<file path="config.mk">
export PLATFORM = sky130hd
export DESIGN_NAME = fpmul_round_pack
export DESIGN_NICKNAME = d
export VERILOG_FILES = /design/src/rtl/fpmul_round_pack_pkg.sv /design/src/rtl/fp_round_incr.sv /design/src/rtl/fpmul_round_pack.sv
export SDC_FILE = /design/constraint.sdc
export NUM_CORES = 1
export LEC_CHECK = 0
export CAP_MARGIN = 20
export CORE_ASPECT_RATIO = 1.1
export CORE_MARGIN = 2
export CORE_UTILIZATION = 51
export DETAILED_ROUTE_END_ITERATION = 8
export PLACE_DENSITY = 0.86
export RECOVER_POWER = 25
export SKIP_CTS_REPAIR_TIMING = 1
export SLEW_MARGIN = 20
export SYNTH_ARGS = -nofsm -noshare
export SYNTH_HDL_FRONTEND = slang
export SYNTH_HIERARCHICAL = 1
export SYNTH_SLANG_ARGS = --single-unit
</file>
<file path="constraint.sdc">
create_clock -name clk -period 7.4 [get_ports clk]
set_clock_uncertainty 0.15 [all_clocks]
set_input_delay 1.48 -clock clk [delete_from_list [all_inputs] [get_ports clk]]
set_output_delay 1.48 -clock clk [all_outputs]
set_load 0.05 [all_outputs]
</file>
<file path="src/rtl/fpmul_round_pack_pkg.sv">
// Shared types for the FP multiply writeback stage: rounding modes, fflags
// bit positions, binary32 constants and the pipeline control bundle.
package fpmul_round_pack_pkg;

  localparam int ADDR_WIDTH = 5;

  typedef enum logic [2:0] {
    RM_RNE = 3'b000,
    RM_RTZ = 3'b001,
    RM_RDN = 3'b010,
    RM_RUP = 3'b011,
    RM_RMM = 3'b100,
    RM_DYN = 3'b111
  } rm_e;

  localparam int FFLAG_NX = 0;
  localparam int FFLAG_UF = 1;
  localparam int FFLAG_OF = 2;
  localparam int FFLAG_DZ = 3;
  localparam int FFLAG_NV = 4;

  localparam logic [31:0] FP32_CANON_NAN  = 32'h7FC0_0000;
  localparam logic [31:0] FP32_MAX_FINITE = 32'h7F7F_FFFF;
  localparam logic [31:0] FP32_POS_INF    = 32'h7F80_0000;

  typedef struct packed {
    logic [ADDR_WIDTH-1:0] rd;
    logic                  reg_write;
    logic                  FP_reg_write;
    logic [2:0]            wb_sel;
    logic [31:0]           pc;
  } exe_p_mux_bus_type;

  typedef struct packed {
    logic              valid;
    logic              sign;
    logic [9:0]        exp;
    logic [22:0]       frac;
    logic              is_nan;
    logic              is_inf;
    logic              is_zero;
    logic              nv;
    rm_e               rm;
    logic              inc;
    logic              inexact;
    exe_p_mux_bus_type pipe;
  } stage_a_t;

  typedef struct packed {
    logic              valid;
    logic [31:0]       result;
    logic [4:0]        fflags;
    exe_p_mux_bus_type pipe;
  } stage_b_t;

  // Dynamic mode picks the CSR value; any encoding left unresolved falls back to RNE.
  function automatic rm_e resolve_rm(input logic [2:0] rm, input logic [2:0] frm);
    logic [2:0] r;
    r = (rm == 3'b111) ? frm : rm;
    case (r)
      3'b000:  return RM_RNE;
      3'b001:  return RM_RTZ;
      3'b010:  return RM_RDN;
      3'b011:  return RM_RUP;
      3'b100:  return RM_RMM;
      default: return RM_RNE;
    endcase
  endfunction

endpackage

</file>
<file path="src/rtl/fp_round_incr.sv">
// Round-increment decision from rounding mode, sign and the LSB/G/R/S bits.
// Shared by the FP packers.
module fp_round_incr
  import fpmul_round_pack_pkg::*;
(
  input  rm_e  rm,
  input  logic sign,
  input  logic lsb,
  input  logic g,
  input  logic r,
  input  logic s,
  output logic inc,
  output logic inexact
);

  always_comb begin
    inexact = g | r | s;
    inc     = 1'b0;
    case (rm)
      RM_RNE:  inc = g & (r | s | lsb);
      RM_RTZ:  inc = 1'b0;
      RM_RDN:  inc = sign & inexact;
      RM_RUP:  inc = ~sign & inexact;
      RM_RMM:  inc = g;
      default: inc = g & (r | s | lsb);
    endcase
  end

endmodule

</file>
<file path="src/rtl/fpmul_round_pack.sv">
// Final FP multiply stage: stage A latches operands and the round decision,
// stage B applies the increment, resolves overflow/specials and packs binary32.
module fpmul_round_pack
  import fpmul_round_pack_pkg::*;
#(
  parameter int addr_width = 5,
  parameter int num_rds    = 2
) (
  input  logic                  clk,
  input  logic                  rst,
  input  logic                  en,
  input  logic [num_rds-1:0]    clear,
  input  logic                  valid_i,
  input  logic                  sign_i,
  input  logic [9:0]            exp_i,
  input  logic [46:0]           mant_i,
  input  logic                  is_nan_i,
  input  logic                  is_inf_i,
  input  logic                  is_zero_i,
  input  logic                  nv_i,
  input  logic [2:0]            rm_i,
  input  logic [2:0]            frm_i,
  input  exe_p_mux_bus_type     pipe_i,
  output exe_p_mux_bus_type     pipe_o,
  output logic                  valid_o,
  output logic [31:0]           result_o,
  output logic [4:0]            fflags_o,
  output logic [addr_width-1:0] uu_rd [num_rds],
  output logic [num_rds-1:0]    uu_reg_write,
  output logic [num_rds-1:0]    uu_FP_reg_write
);

  stage_a_t stage_a_d, stage_a_q;
  stage_b_t stage_b_d, stage_b_q;

  rm_e  rm_eff;
  logic inc_a;
  logic inexact_a;

  assign rm_eff = resolve_rm(rm_i, frm_i);

  fp_round_incr u_round_incr (
    .rm      (rm_eff),
    .sign    (sign_i),
    .lsb     (mant_i[24]),
    .g       (mant_i[23]),
    .r       (mant_i[22]),
    .s       (|mant_i[21:0]),
    .inc     (inc_a),
    .inexact (inexact_a)
  );

  always_comb begin
    stage_a_d = stage_a_q;
    if (clear[num_rds-1]) begin
      stage_a_d = '0;
    end else if (en) begin
      stage_a_d.valid   = valid_i;
      stage_a_d.sign    = sign_i;
      stage_a_d.exp     = exp_i;
      stage_a_d.frac    = mant_i[46:24];
      stage_a_d.is_nan  = is_nan_i;
      stage_a_d.is_inf  = is_inf_i;
      stage_a_d.is_zero = is_zero_i;
      stage_a_d.nv      = nv_i;
      stage_a_d.rm      = rm_eff;
      stage_a_d.inc     = inc_a;
      stage_a_d.inexact = inexact_a;
      stage_a_d.pipe    = pipe_i;
    end
  end

  logic [31:0] sum;
  logic        ovf;
  logic [31:0] res_num;
  logic [4:0]  flags_num;
  logic [31:0] res_b;
  logic [4:0]  flags_b;

  // The fraction carry ripples into the exponent field, so subnormal->normal
  // and normal->overflow both fall out of one add; bit 31 catches a wrap past 0xFF.
  always_comb begin
    sum       = {1'b0, stage_a_q.exp[7:0], stage_a_q.frac} + {31'b0, stage_a_q.inc};
    ovf       = (!stage_a_q.exp[9] && (stage_a_q.exp >= 10'd255)) || (sum[31:23] >= 9'd255);
    res_num   = {stage_a_q.sign, sum[30:0]};
    flags_num = '0;
    if (ovf) begin
      flags_num[FFLAG_OF] = 1'b1;
      flags_num[FFLAG_NX] = 1'b1;
      case (stage_a_q.rm)
        RM_RTZ:  res_num = {stage_a_q.sign, FP32_MAX_FINITE[30:0]};
        RM_RDN:  res_num = stage_a_q.sign ? {1'b1, FP32_POS_INF[30:0]}
                                          : {1'b0, FP32_MAX_FINITE[30:0]};
        RM_RUP:  res_num = stage_a_q.sign ? {1'b1, FP32_MAX_FINITE[30:0]}
                                          : {1'b0, FP32_POS_INF[30:0]};
        default: res_num = {stage_a_q.sign, FP32_POS_INF[30:0]};
      endcase
    end else begin
      flags_num[FFLAG_NX] = stage_a_q.inexact;
      flags_num[FFLAG_UF] = stage_a_q.inexact && (sum[30:23] == 8'h00);
    end
  end

  always_comb begin
    res_b   = res_num;
    flags_b = flags_num;
    if (stage_a_q.is_nan) begin
      res_b             = FP32_CANON_NAN;
      flags_b           = '0;
      flags_b[FFLAG_NV] = stage_a_q.nv;
    end else if (stage_a_q.is_inf) begin
      res_b   = {stage_a_q.sign, FP32_POS_INF[30:0]};
      flags_b = '0;
    end else if (stage_a_q.is_zero) begin
      res_b   = {stage_a_q.sign, 31'b0};
      flags_b = '0;
    end
  end

  always_comb begin
    stage_b_d = stage_b_q;
    if (clear[0]) begin
      stage_b_d = '0;
    end else if (en) begin
      stage_b_d.valid  = stage_a_q.valid;
      stage_b_d.result = res_b;
      stage_b_d.fflags = flags_b;
      stage_b_d.pipe   = stage_a_q.pipe;
    end
  end

  always_ff @(posedge clk) begin
    if (rst) begin
      stage_a_q <= '0;
      stage_b_q <= '0;
    end else begin
      stage_a_q <= stage_a_d;
      stage_b_q <= stage_b_d;
    end
  end

  assign valid_o  = stage_b_q.valid;
  assign result_o = stage_b_q.result;
  assign fflags_o = stage_b_q.fflags;
  assign pipe_o   = stage_b_q.pipe;

  // Hazard view: uu_rd is indexed A-first, the bit vectors put stage A on the MSB.
  always_comb begin
    for (int i = 0; i < num_rds; i++) begin
      uu_rd[i] = '0;
    end
    uu_reg_write    = '0;
    uu_FP_reg_write = '0;
    uu_rd[0]                 = addr_width'(stage_a_q.pipe.rd);
    uu_rd[num_rds-1]         = addr_width'(stage_b_q.pipe.rd);
    uu_reg_write[num_rds-1]  = stage_a_q.pipe.reg_write;
    uu_reg_write[0]          = stage_b_q.pipe.reg_write;
    uu_FP_reg_write[num_rds-1] = stage_a_q.pipe.FP_reg_write;
    uu_FP_reg_write[0]       = stage_b_q.pipe.FP_reg_write;
  end

endmodule

</file>
==> results of run 1 <==
## worst min-delay path: stages, from the launching register on
cell and delay [ns]:
sky130_fd_sc_hd__dfxtp_1 0.31, sky130_fd_sc_hd__nand2_1 0.05, sky130_fd_sc_hd__nand2_1 0.04
## area by class of cell
class                      instances  area [um^2]  area share (%)
timing repair buffer             212         2110           21.68
clock buffer                      20        436.7           4.488
inverter                           3        11.26          0.1157
sequential                       165         3303           33.95
multi-input combinational        531         3430           35.25
clock inverter                    12        203.9           2.096
tap                              188        235.2           2.418
## layer usage
layer / vias to the layer above / wire (um)
li1: 2979 / -
met1: 2839 / 7587
met2: 224 / 9244
met3: 46 / 1070
met4: 0 / 456
met5: - / 0
## cell families (layout without fill, tap and decap cells)
logic type,after synthesis,in the layout,synth area share [%]
AOI/OAI and AO/OA,79,79,7.590
xor gates and xnor gates,30,30,3.733
adders and majority gates,2,2,0.3554
buffers and inverters,63,247,4.355
DFF,165,165,46.93
muxes,129,129,18.34
other,1,1,0.05327
and+or+nand+nor,290,290,18.65
## worst paths after layout
check	from	to	slack, ns	depth (start not counted)
min reg2reg	fflags_o[0]	fflags_o[0]	0.30	2
max reg2reg	stage_a_q[43]	result_o[23]	3.74	9
max	rst	uu_FP_reg_write[1]	2.20	4
min	fflags_o[0]	fflags_o[0]	0.30	2
## registers in the layout, indices dropped and copies added, names as in the netlist
| register | flops |
|---|---|
| fflags_o | 4 |
| pipe_o | 42 |
| result_o | 32 |
| stage_a_q | 79 |
| uu_FP_reg_write | 1 |
| uu_rd | 5 |
| uu_reg_write | 1 |
| valid_o | 1 |
## layout by cell type, fill, tap and decap left out, types with 4 or more instances in the layout
cell type,netlist,layout
sky130_fd_sc_hd__xor2_1,9,9
sky130_fd_sc_hd__bufinv_16,0,5
sky130_fd_sc_hd__xnor2_1,21,21
sky130_fd_sc_hd__clkbuf_16,0,17
sky130_fd_sc_hd__a31oi_1,5,5
sky130_fd_sc_hd__clkdlybuf4s50_1,0,206
sky130_fd_sc_hd__clkbuf_1,26,4
sky130_fd_sc_hd__o21ai_0,10,10
sky130_fd_sc_hd__nand2_1,44,44
sky130_fd_sc_hd__or4_1,4,4
sky130_fd_sc_hd__a221oi_1,5,5
sky130_fd_sc_hd__nor4_1,8,8
sky130_fd_sc_hd__dfxtp_1,165,165
sky130_fd_sc_hd__a21oi_1,27,27
sky130_fd_sc_hd__mux2i_1,129,129
sky130_fd_sc_hd__and3_1,5,5
sky130_fd_sc_hd__nor2_1,149,149
sky130_fd_sc_hd__o21a_1,4,4
sky130_fd_sc_hd__a221o_1,5,5
sky130_fd_sc_hd__nand3_1,19,19
sky130_fd_sc_hd__nor2b_1,8,8
sky130_fd_sc_hd__a31o_2,4,4
sky130_fd_sc_hd__nand4_1,9,9
sky130_fd_sc_hd__and4_1,5,5
sky130_fd_sc_hd__nor3_1,24,24
## per-stage QoR
step / setup WS [ns] / hold WS, ns
global placement: 3.498 / 0.2846
global route: 1.790 / 0.3301
detailed placement: 3.470 / 0.2920
finish: 2.205 / 0.2963
floorplan: 3.979 / 0.3020
CTS: 3.808 / 0.3027
## report_power, final
group | total [mW] | internal, mW | switching [mW]
Clock | 0.951 | 0.599 | 0.352
Combinational | 0.219 | 0.112 | 0.108
Sequential | 0.928 | 0.909 | 0.0184
Total | 2.10 | 1.62 | 0.478
==> impl_summary.txt, run 1 <==
----------------------------------------------------
[Outcome]
  Outcome ... finished, violations left
  Violations in the final reports ... capacitance limit, slew limit

[GRT]
  Largest net degree at the start of global routing ... 87
  Global-route wire length before repair ... 29070 um
  Antenna violations before repair ... 0
  Overall track demand over capacity in global routing ... 25.14%
  Leftover overflow at the end of global routing ... 0
  Met1 track demand over resource ... 29.19%
  Number of global-route vias before repair ... between 5k and 6k
  Met2 demand-to-capacity share in global routing ... 43.89%
  Routing usage on met3 ... 6.404%
  Global route hottest layer ... met2

[Synthesis]
  Cell with the most instances after synthesis ... sky130_fd_sc_hd__dfxtp_1
  Top post-synthesis cells by count ... 165 x sky130_fd_sc_hd__dfxtp_1, 149 x sky130_fd_sc_hd__nor2_1, 129 x sky130_fd_sc_hd__mux2i_1
  Syn Area/Cell ... 9.274 um^2
  Sequential element share of the synthesized area ... 46.92%
  Fraction of post-synthesis cell area in the top cell type by area ... 46.92%
  Most area-hungry cell type in the Yosys netlist ... sky130_fd_sc_hd__dfxtp_1
  Synth Register Bits ... 165
  EDFF count, synth ... 0
  Count of different cell masters after synthesis ... 53
  Post-Synthesis Cell Area ... 7039 um^2
  Synth Warn # ... 6
  Main flop type after synthesis ... sky130_fd_sc_hd__dfxtp_1
  Mapped Cells ... 759
  Async set or reset register ratio after synthesis ... 0%
  Area contributors post-synth ... sky130_fd_sc_hd__dfxtp_1 47%, sky130_fd_sc_hd__mux2i_1 18%, sky130_fd_sc_hd__nor2_1 7.9%
  Net count after synthesis ... 877

[Placement]
  Detail Placement HPWL ... 12780 um
  Number of input and output port buffers inserted ... 208
  Global placement routability congestion ... 0.9217
  Placed standard-cell area ... 9092 um^2
  Number of placed instances with taps included ... 1099

[Clocking]
  Clock tree root buffer cell ... sky130_fd_sc_hd__clkbuf_16
  Maximum number of buffers from clock root to sink ... 2
  Clock tree from TritonCTS ... done
  Sink Count ... 165
  Latest clock arrival within the worst-skew pair ... 0.43 ns
  Clock Pin Slew Worst Setup and Hold Paths ... 0.06 ns
  Number of clock buffers inserted by TritonCTS ... 17
  Number of H-tree levels ... 4

[Floorplan]
  Total die area ... 14760 um^2
  Core Footprint ... 13630 um^2
  DIE HEIGHT ... about 130 um
  Initial Util ... 51.66%
  I/O Pins ... 210
  Width of the chip ... 116.0 um
  # rows ... 45

[Critical path]
  Max FO, Critical Path ... 86
  WP data required ... 7.38 ns
  Largest delay contributor family on the critical path ... buffers and inverters
  Maximum cell stage delay along the critical path ... between 2 and 3 ns
  Element type at the critical path start ... input port
  Worst Path Arrival ... 5.18 ns
  Slowest stage cell, crit path ... sky130_fd_sc_hd__clkbuf_1
  Buffers plus inverters on the worst setup path ... 2
  Critical path capture point type ... flip-flop
  Critical Setup Path Class ... input port to flip-flop
  Sequence of cells on the critical path ... dlygate4sd3_1 -> or2_2 -> clkbuf_1 -> nor2_1

[Route]
  Post-route antenna net violation count ... 0
  Vias/cell ... 5.383
  Number of design-rule violations left by the first detailed-router iteration ... between 400 and 500
  Number of DRC violations after detailed routing ... 0
  Post-detailed-route wirelength per cell ... 16.23 um
  Total number of vias ... 6088
  Initial DRT Pass Iterations ... 5
  Total wire length ... 18360 um

[Timing]
  Setup TNS ... 0 ns
  Setup repair after global routing missed its margin ... false
  Final Slew Violations ... approximately 120
  Max Clock Freq ... slightly below 200 MHz
  # setup viols final ... 0
  Share of the clock period used by the worst path after layout ... 70.21%
  Min Tclk post-route ... approximately 5.2 ns
  Relative slew slack ... -161.8%
  Worst Max-Slew Pin Slew ... 3.927 ns
  Hold violation count in the final report ... 0

[Min path]
  Worst hold-check path type ... flip-flop to flip-flop

[Power]
  Lkg Pwr ... 3.789 nW
  Worst voltage drop across the vdd grid ... between 100 and 150 uV
  Final total power ... 2.098 mW
  Power density over the cells ... 215.6 nW/um^2

[Layout]
  Synthesis-to-layout area growth ... 38.22%
  Fillcell total ... 1052
  Utilization after layout ... 71.41%
  Count of nets after finishing ... 1048
  Summed area of non-filler cells in the final layout ... 9729 um^2
  Fraction of layout cells with a size suffix above 1 ... approximately 4.5%
  Number of diodes ... 0
  Count of non-filler cells in the finished layout ... ~1.1k

[Job]
  Number of maximum-capacitance constraint violations ... 2

----------------------------------------------------
(Power assumes the default switching activity.)
==> run 2, diff against run 1 <==
- CORE_UTILIZATION: 51 -> 43
- PLACE_DENSITY: 0.86 -> 0.77
- clock period: 7.4 -> 4.2 ns (I/O delays scaled with it)
==> run 2 against run 1 <==
Effect of this change:
- register-to-register slack got worse by 2.6 ns
- combinational power is 76% higher
- via count shrank 2.5%
- critical endpoint is now result_o[11]
- cell area fell by 0.30%
- die area rose by 18%
- power grew 68%
- wire length is 1.2% lower
- non-clock buffer count up 4
- the run still ends with capacitance limit, slew limit left
- largest cell class unchanged
- sequential share of layout area increased by 0.10 points
- worst setup slack worse by 1.5 ns
- first-iteration DRC count is 13% lower
- sequential power rose by 76%
==> impl_summary.txt, run 2 (synthesis results as in run 1) <==
----------------------------------------------------
[Outcome]
  Outcome ... finished, violations left
  Violations in the final reports ... capacitance limit, slew limit

[Timing]
  Hold violation count in the final report ... 0 (unchanged)
  Max Clock Freq ... 289.0 MHz
  Share of the clock period used by the worst path after layout ... between 80 and 90%
  # setup viols final ... 0 (unchanged)
  Worst Max-Slew Pin Slew ... 1.936 ns (-1.991 ns)
  Min Tclk post-route ... 3.460 ns
  Setup TNS ... 0 ns (unchanged)
  Setup repair after global routing missed its margin ... false
  Relative slew slack ... -29.03% (+130 points)
  Final Slew Violations ... 117 (-1.7%)

[Min path]
  End point of the worst hold path ... fflags_o[0]
  Hold path start ... fflags_o[0]
  Depth of the worst hold-timing path ... 2 (unchanged)
  Worst hold-check path type ... flip-flop to flip-flop

[Critical path]
  Critical path capture point type ... flip-flop
  Slowest stage cell, crit path ... sky130_fd_sc_hd__clkbuf_1
  Sequence of cells on the critical path ... clkbuf_2 -> clkbuf_1 -> nor2b_1 -> nor3_1 -> nor3_1
  Reg-to-reg slack, setup ... 1.10 ns (-2.64 ns)
  WP data required ... 4.32 ns (-3.06 ns)
  Worst Reg2Reg Path Length in Cells ... 6 (-3)
  Critical Setup Path Class ... input port to flip-flop
  Capture instance of the worst register-to-register path ... result_o[15]
  Element type at the critical path start ... input port
  Beginning of the worst register-to-register path ... stage_a_q[66]
  Maximum cell stage delay along the critical path ... 1.46 ns (-1.29 ns)
  Crit path top cell by count ... sky130_fd_sc_hd__nor3_1
  Max FO, Critical Path ... 32 (-63%)
  Worst Path Arrival ... 3.58 ns (-1.60 ns)

[Layout]
  Most common cell after layout, fill and taps aside ... sky130_fd_sc_hd__clkdlybuf4s50_1
  Most frequent cells in the layout ... 206 x sky130_fd_sc_hd__clkdlybuf4s50_1, 165 x sky130_fd_sc_hd__dfxtp_1, 149 x sky130_fd_sc_hd__nor2_1
  Count of nets after finishing ... 1052 (+0.38%)
  Summed area of non-filler cells in the final layout ... 9701 um^2 (-0.30%)
  Largest Register ... stage_a_q
  Number of diodes ... 0 (unchanged)
  Fillcell total ... 1423 (+35%)
  Synthesis-to-layout area growth ... 37.81%
  Max FFs per register ... 79 (unchanged)
  Fraction of layout cells with a size suffix above 1 ... 5.280% (+0.83 points)

[Power]
  Worst voltage drop across the vdd grid ... 282.1 uV (+130%)
  Lkg Pwr ... 3.785 nW (-0.10%)
  Final total power ... 3.525 mW (+68%)
  Power density over the cells ... 363.4 nW/um^2 (+69%)

[Floorplan]
  Core Footprint ... 16190 um^2 (+19%)
  DIE HEIGHT ... 138.2 um (+8.6%)
  I/O Pins ... 210 (unchanged)
  Initial Util ... 43.49% (-8.2 points)
  # rows ... 49 (+8.9%)
  Total die area ... 17410 um^2 (+18%)
  Width of the chip ... 126.0 um (+8.6%)

[Route]
  Number of DRC violations after detailed routing ... 0 (unchanged)
  Initial DRT Pass Iterations ... 5 (unchanged)
  Vias/cell ... 5.158 (-4.2%)
  Total wire length ... 18140 um (-1.2%)
  Post-detailed-route wirelength per cell ... 15.76 um (-2.9%)
  Total number of vias ... 5937 (-2.5%)
  Number of design-rule violations left by the first detailed-router iteration ... 371 (-13%)
  Post-route antenna net violation count ... 0 (unchanged)

[Clocking]
  Latest clock arrival within the worst-skew pair ... 0.42 ns (about the same)
  Sink Count ... 165 (unchanged)
  Clock Pin Slew Worst Setup and Hold Paths ... 0.07 ns (about the same)
  Clock tree from TritonCTS ... done
  Number of H-tree levels ... 4 (unchanged)
  Maximum number of buffers from clock root to sink ... 2 (unchanged)
  Number of clock buffers inserted by TritonCTS ... 17 (unchanged)
  Clock tree root buffer cell ... sky130_fd_sc_hd__clkbuf_16

[Job]
  Number of maximum-capacitance constraint violations ... 2 (unchanged)

[GRT]
  Leftover overflow at the end of global routing ... 0 (unchanged)
  Antenna violations before repair ... 0 (unchanged)
  Global-route wire length before repair ... 28970 um (-0.33%)
  Number of global-route vias before repair ... 5526 (-7.0%)
  Largest net degree at the start of global routing ... 87 (unchanged)
  Overall track demand over capacity in global routing ... 20.54% (-4.6 points)

[Placement]
  Number of input and output port buffers inserted ... 208 (unchanged)
  Placed standard-cell area ... 9155 um^2 (+0.69%)
  Detail Placement HPWL ... 12860 um (+0.64%)
  Global placement routability congestion ... 0.9042 (-1.9%)

----------------------------------------------------
==> run 2: per-stage QoR <==
step | std cells | setup WS (ns) | hold WS, ns | utilization (%)
global placement | 1119 | 0.9119 | 0.2814 | 56.56
detailed placement | 1119 | 0.9015 | 0.2882 | 56.56
CTS | 1151 | 1.113 | 0.2986 | 60.09
finish | 1151 | 0.7402 | 0.2945 | 59.93
floorplan | 759 | 1.419 | 0.3020 | -
global route | 1151 | 0.4453 | 0.3413 | 59.93
==> run 2: worst max-delay path by stage <==
stage | from | endpoint | cells after the start
floorplan | mant_i[4] | stage_a_q[43] | 7
global placement | mant_i[4] | stage_a_q[43] | 8
detailed placement | mant_i[4] | stage_a_q[43] | 8
CTS | stage_a_q[43] | result_o[3] | 9
global route | en | result_o[14] | 5
finish | en | result_o[11] | 5
==> run 2: where the power goes <==
part / leakage, nW / switching (mW) / internal (mW)
logic: 2.17 / 0.188 / 0.197
clock network: 0.277 / 0.675 / 0.832
registers: 1.34 / 0.0315 / 1.60
total: 3.79 / 0.895 / 2.63
==> run 2: final cells by class <==
type	count	area [um^2]	area share, %
Sequential cell	165	3303	34.05
Timing Repair Buffer	216	2131	21.97
Tap cell	204	255.2	2.631
Inverter	3	11.26	0.1161
Multi-Input combinational cell	531	3430	35.35
Clock buffer	17	425.4	4.385
Clock inverter	15	145.1	1.496
==> run 2: worst max-delay path: cells and delay by family <==
family	cells	cell delay, ns
buffers and inverters	2	2.20
and+or+nand+nor	3	0.51
==> run 2: per-layer routing <==
layer | GRT usage (%) | routed length (um)
met5 | 0 | 0
met3 | 3.406 | 796
met2 | 34.44 | 9010
met1 | 27.44 | 8184
met4 | 5.668 | 153
==> run 3, diff against run 2 <==
- CORE_UTILIZATION: 43 -> 47
- PLACE_DENSITY: 0.77 -> 0.8
- clock period: 4.2 -> 3.54 ns (I/O delays scaled with it)
==> run 3 against run 2 <==
Effect of this change:
- the run still ends with capacitance limit, slew limit left
- sequential share of layout area unchanged
- via count up 0.69%
- critical path depth unchanged
- wire length down 1.3%
- sequential power up 19%
- sequential cell count unchanged
- power up 18%
- largest power group unchanged
- count of clock-buffer cells in the layout up 1
==> impl_summary.txt, run 3 (synthesis results as in run 1) <==
----------------------------------------------------
[Outcome]
  Outcome ... finished, violations left
  Violations in the final reports ... capacitance limit, slew limit

[Critical path]
  Maximum cell stage delay along the critical path ... 1.23 ns (-0.23 ns)
  Slowest stage cell, crit path ... sky130_fd_sc_hd__clkbuf_1
  Element type at the critical path start ... input port
  Beginning of the worst register-to-register path ... stage_a_q[43]
  Sequence of cells on the critical path ... dlygate4sd3_1 -> or2_2 -> clkbuf_1 -> buf_4 -> nor2_1
  Critical path capture point type ... flip-flop
  Max FO, Critical Path ... 33 (+3.1%)
  Worst Path Arrival ... 3.31 ns (-0.27 ns)
  Reg-to-reg slack, setup ... 0.39 ns (-0.71 ns)
  Worst Reg2Reg Path Length in Cells ... 9 (+3)
  WP data required ... 3.69 ns (-0.63 ns)
  Largest delay contributor family on the critical path ... buffers and inverters
  Capture instance of the worst register-to-register path ... result_o[15]
  Buffers plus inverters on the worst setup path ... 3 (+1)
  Critical Setup Path Class ... input port to flip-flop

[Power]
  Worst voltage drop across the vdd grid ... 289.7 uV (+2.7%)
  Final total power ... 4.148 mW (+18%)
  Lkg Pwr ... 3.777 nW (-0.22%)
  Power density over the cells ... 427.6 nW/um^2 (+18%)

[Floorplan]
  Width of the chip ... 120.7 um (-4.2%)
  # rows ... 46 (-6.1%)
  Core Footprint ... 14560 um^2 (-10%)
  I/O Pins ... 210 (unchanged)
  DIE HEIGHT ... 132.4 um (-4.2%)
  Total die area ... 15970 um^2 (-8.3%)
  Initial Util ... 48.34% (+4.9 points)

[Clocking]
  Clock tree root buffer cell ... sky130_fd_sc_hd__clkbuf_16
  Number of clock buffers inserted by TritonCTS ... 17 (unchanged)
  Clock Pin Slew Worst Setup and Hold Paths ... 0.06 ns (about the same)
  Clock tree from TritonCTS ... done
  Maximum number of buffers from clock root to sink ... 2 (unchanged)
  Latest clock arrival within the worst-skew pair ... 0.42 ns (about the same)
  Sink Count ... 165 (unchanged)
  Number of H-tree levels ... 4 (unchanged)

[Route]
  Total number of vias ... 5978 (+0.69%)
  Total wire length ... 17900 um (-1.3%)
  Number of DRC violations after detailed routing ... 0 (unchanged)
  Post-route antenna net violation count ... 0 (unchanged)
  Number of design-rule violations left by the first detailed-router iteration ... 348 (-6.2%)
  Post-detailed-route wirelength per cell ... 15.73 um (-0.22%)
  Initial DRT Pass Iterations ... 7 (+2)
  Vias/cell ... 5.253 (+1.8%)

[Layout]
  Fraction of layout cells with a size suffix above 1 ... 5.074% (-0.21 points)
  Summed area of non-filler cells in the final layout ... 9701 um^2 (unchanged)
  Number of diodes ... 0 (unchanged)
  Max FFs per register ... 79 (unchanged)
  Count of nets after finishing ... 1052 (unchanged)
  Most common cell after layout, fill and taps aside ... sky130_fd_sc_hd__clkdlybuf4s50_1
  Largest Register ... stage_a_q
  Synthesis-to-layout area growth ... 37.81% (unchanged)
  Most frequent cells in the layout ... 206 x sky130_fd_sc_hd__clkdlybuf4s50_1, 165 x sky130_fd_sc_hd__dfxtp_1, 149 x sky130_fd_sc_hd__nor2_1

[Timing]
  Setup TNS ... 0 ns (unchanged)
  Setup repair after global routing missed its margin ... false
  Final Slew Violations ... 33 (-72%)
  Max Clock Freq ... around 320 MHz
  Worst Max-Slew Pin Slew ... 1.713 ns (-0.2225 ns)
  Share of the clock period used by the worst path after layout ... 89.28%
  Hold violation count in the final report ... 0 (unchanged)
  # setup viols final ... 0 (unchanged)
  Relative slew slack ... -14.20% (+15 points)
  Min Tclk post-route ... 3.160 ns

[GRT]
  Number of global-route vias before repair ... 5829 (+5.5%)
  Global-route wire length before repair ... 28800 um (-0.60%)
  Leftover overflow at the end of global routing ... 0 (unchanged)
  Antenna violations before repair ... 0 (unchanged)
  Overall track demand over capacity in global routing ... 22.37% (+1.8 points)
  Largest net degree at the start of global routing ... 107 (+23%)

[Min path]
  End point of the worst hold path ... fflags_o[0]
  Hold path start ... fflags_o[0]
  Depth of the worst hold-timing path ... 2 (unchanged)
  Worst hold-check path type ... flip-flop to flip-flop

[Placement]
  Number of input and output port buffers inserted ... 208 (unchanged)
  Global placement routability congestion ... 0.9087 (+0.50%)
  Detail Placement HPWL ... 12680 um (-1.4%)
  Placed standard-cell area ... 9155 um^2 (unchanged)

[Job]
  Number of maximum-capacitance constraint violations ... 1 (-1)

----------------------------------------------------
run 3: per-stage QoR:
step	utilization (%)	worst slack (ns)	instances	hold slack [ns]
after floorplan	-	0.8220	759	0.3020
after global placement	62.87	0.4043	1107	0.2832
after detailed placement	62.87	0.4010	1107	0.2853
after CTS	66.75	0.4749	1138	0.2951
after global routing	66.62	0.1858	1138	0.3271
final	66.62	0.3797	1138	0.2913
run 3: layout make-up:
type | count | area [um^2]
clock inverter | 13 | 125.1
sequential | 165 | 3303
tap | 192 | 240.2
multi-input combinational | 531 | 3430
inverter | 3 | 11.26
fill | 1197 | 4861
timing repair buffer | 216 | 2152
clock buffer | 18 | 439.2
run 3: how the worst max path moves through the flow:
stage / slack (ns) / startpoint / cells past startpoint / to
after floorplan: 0.82 / stage_a_q[43] / 12 / result_o[21]
after global placement: 0.40 / mant_i[7] / 8 / stage_a_q[43]
after detailed placement: 0.40 / mant_i[4] / 8 / stage_a_q[43]
after CTS: 0.47 / stage_a_q[43] / 9 / result_o[15]
after global routing: 0.19 / rst / 4 / stage_a_q[80]
final: 0.38 / rst / 5 / pipe_o[0]
run 3: layer usage:
layer / global-route usage, % / part of all wire, % / wire length, um
met1: 27.40 / 43 / 7663
met5: 0 / 0 / 0
met2: 38.04 / 49 / 8732
met3: 4.715 / 5.9 / 1057
met4: 9.109 / 2.5 / 447
run 3: power breakdown:
part	switching (mW)	internal [mW]
Sequential	0.0381	1.90
Combinational	0.220	0.233
Clock	0.766	0.991
run 3: worst register-to-register path, cell delays in order, from the launching register on:
cell	delay, ns
sky130_fd_sc_hd__dfxtp_1	0.31
sky130_fd_sc_hd__ha_1	0.26
sky130_fd_sc_hd__ha_1	0.24
sky130_fd_sc_hd__and3_1	0.28
sky130_fd_sc_hd__and4_1	0.26
sky130_fd_sc_hd__a21oi_1	0.15
sky130_fd_sc_hd__a31oi_1	0.10
sky130_fd_sc_hd__or4_1	0.77
sky130_fd_sc_hd__nand2_4	0.27
sky130_fd_sc_hd__a221oi_1	0.13
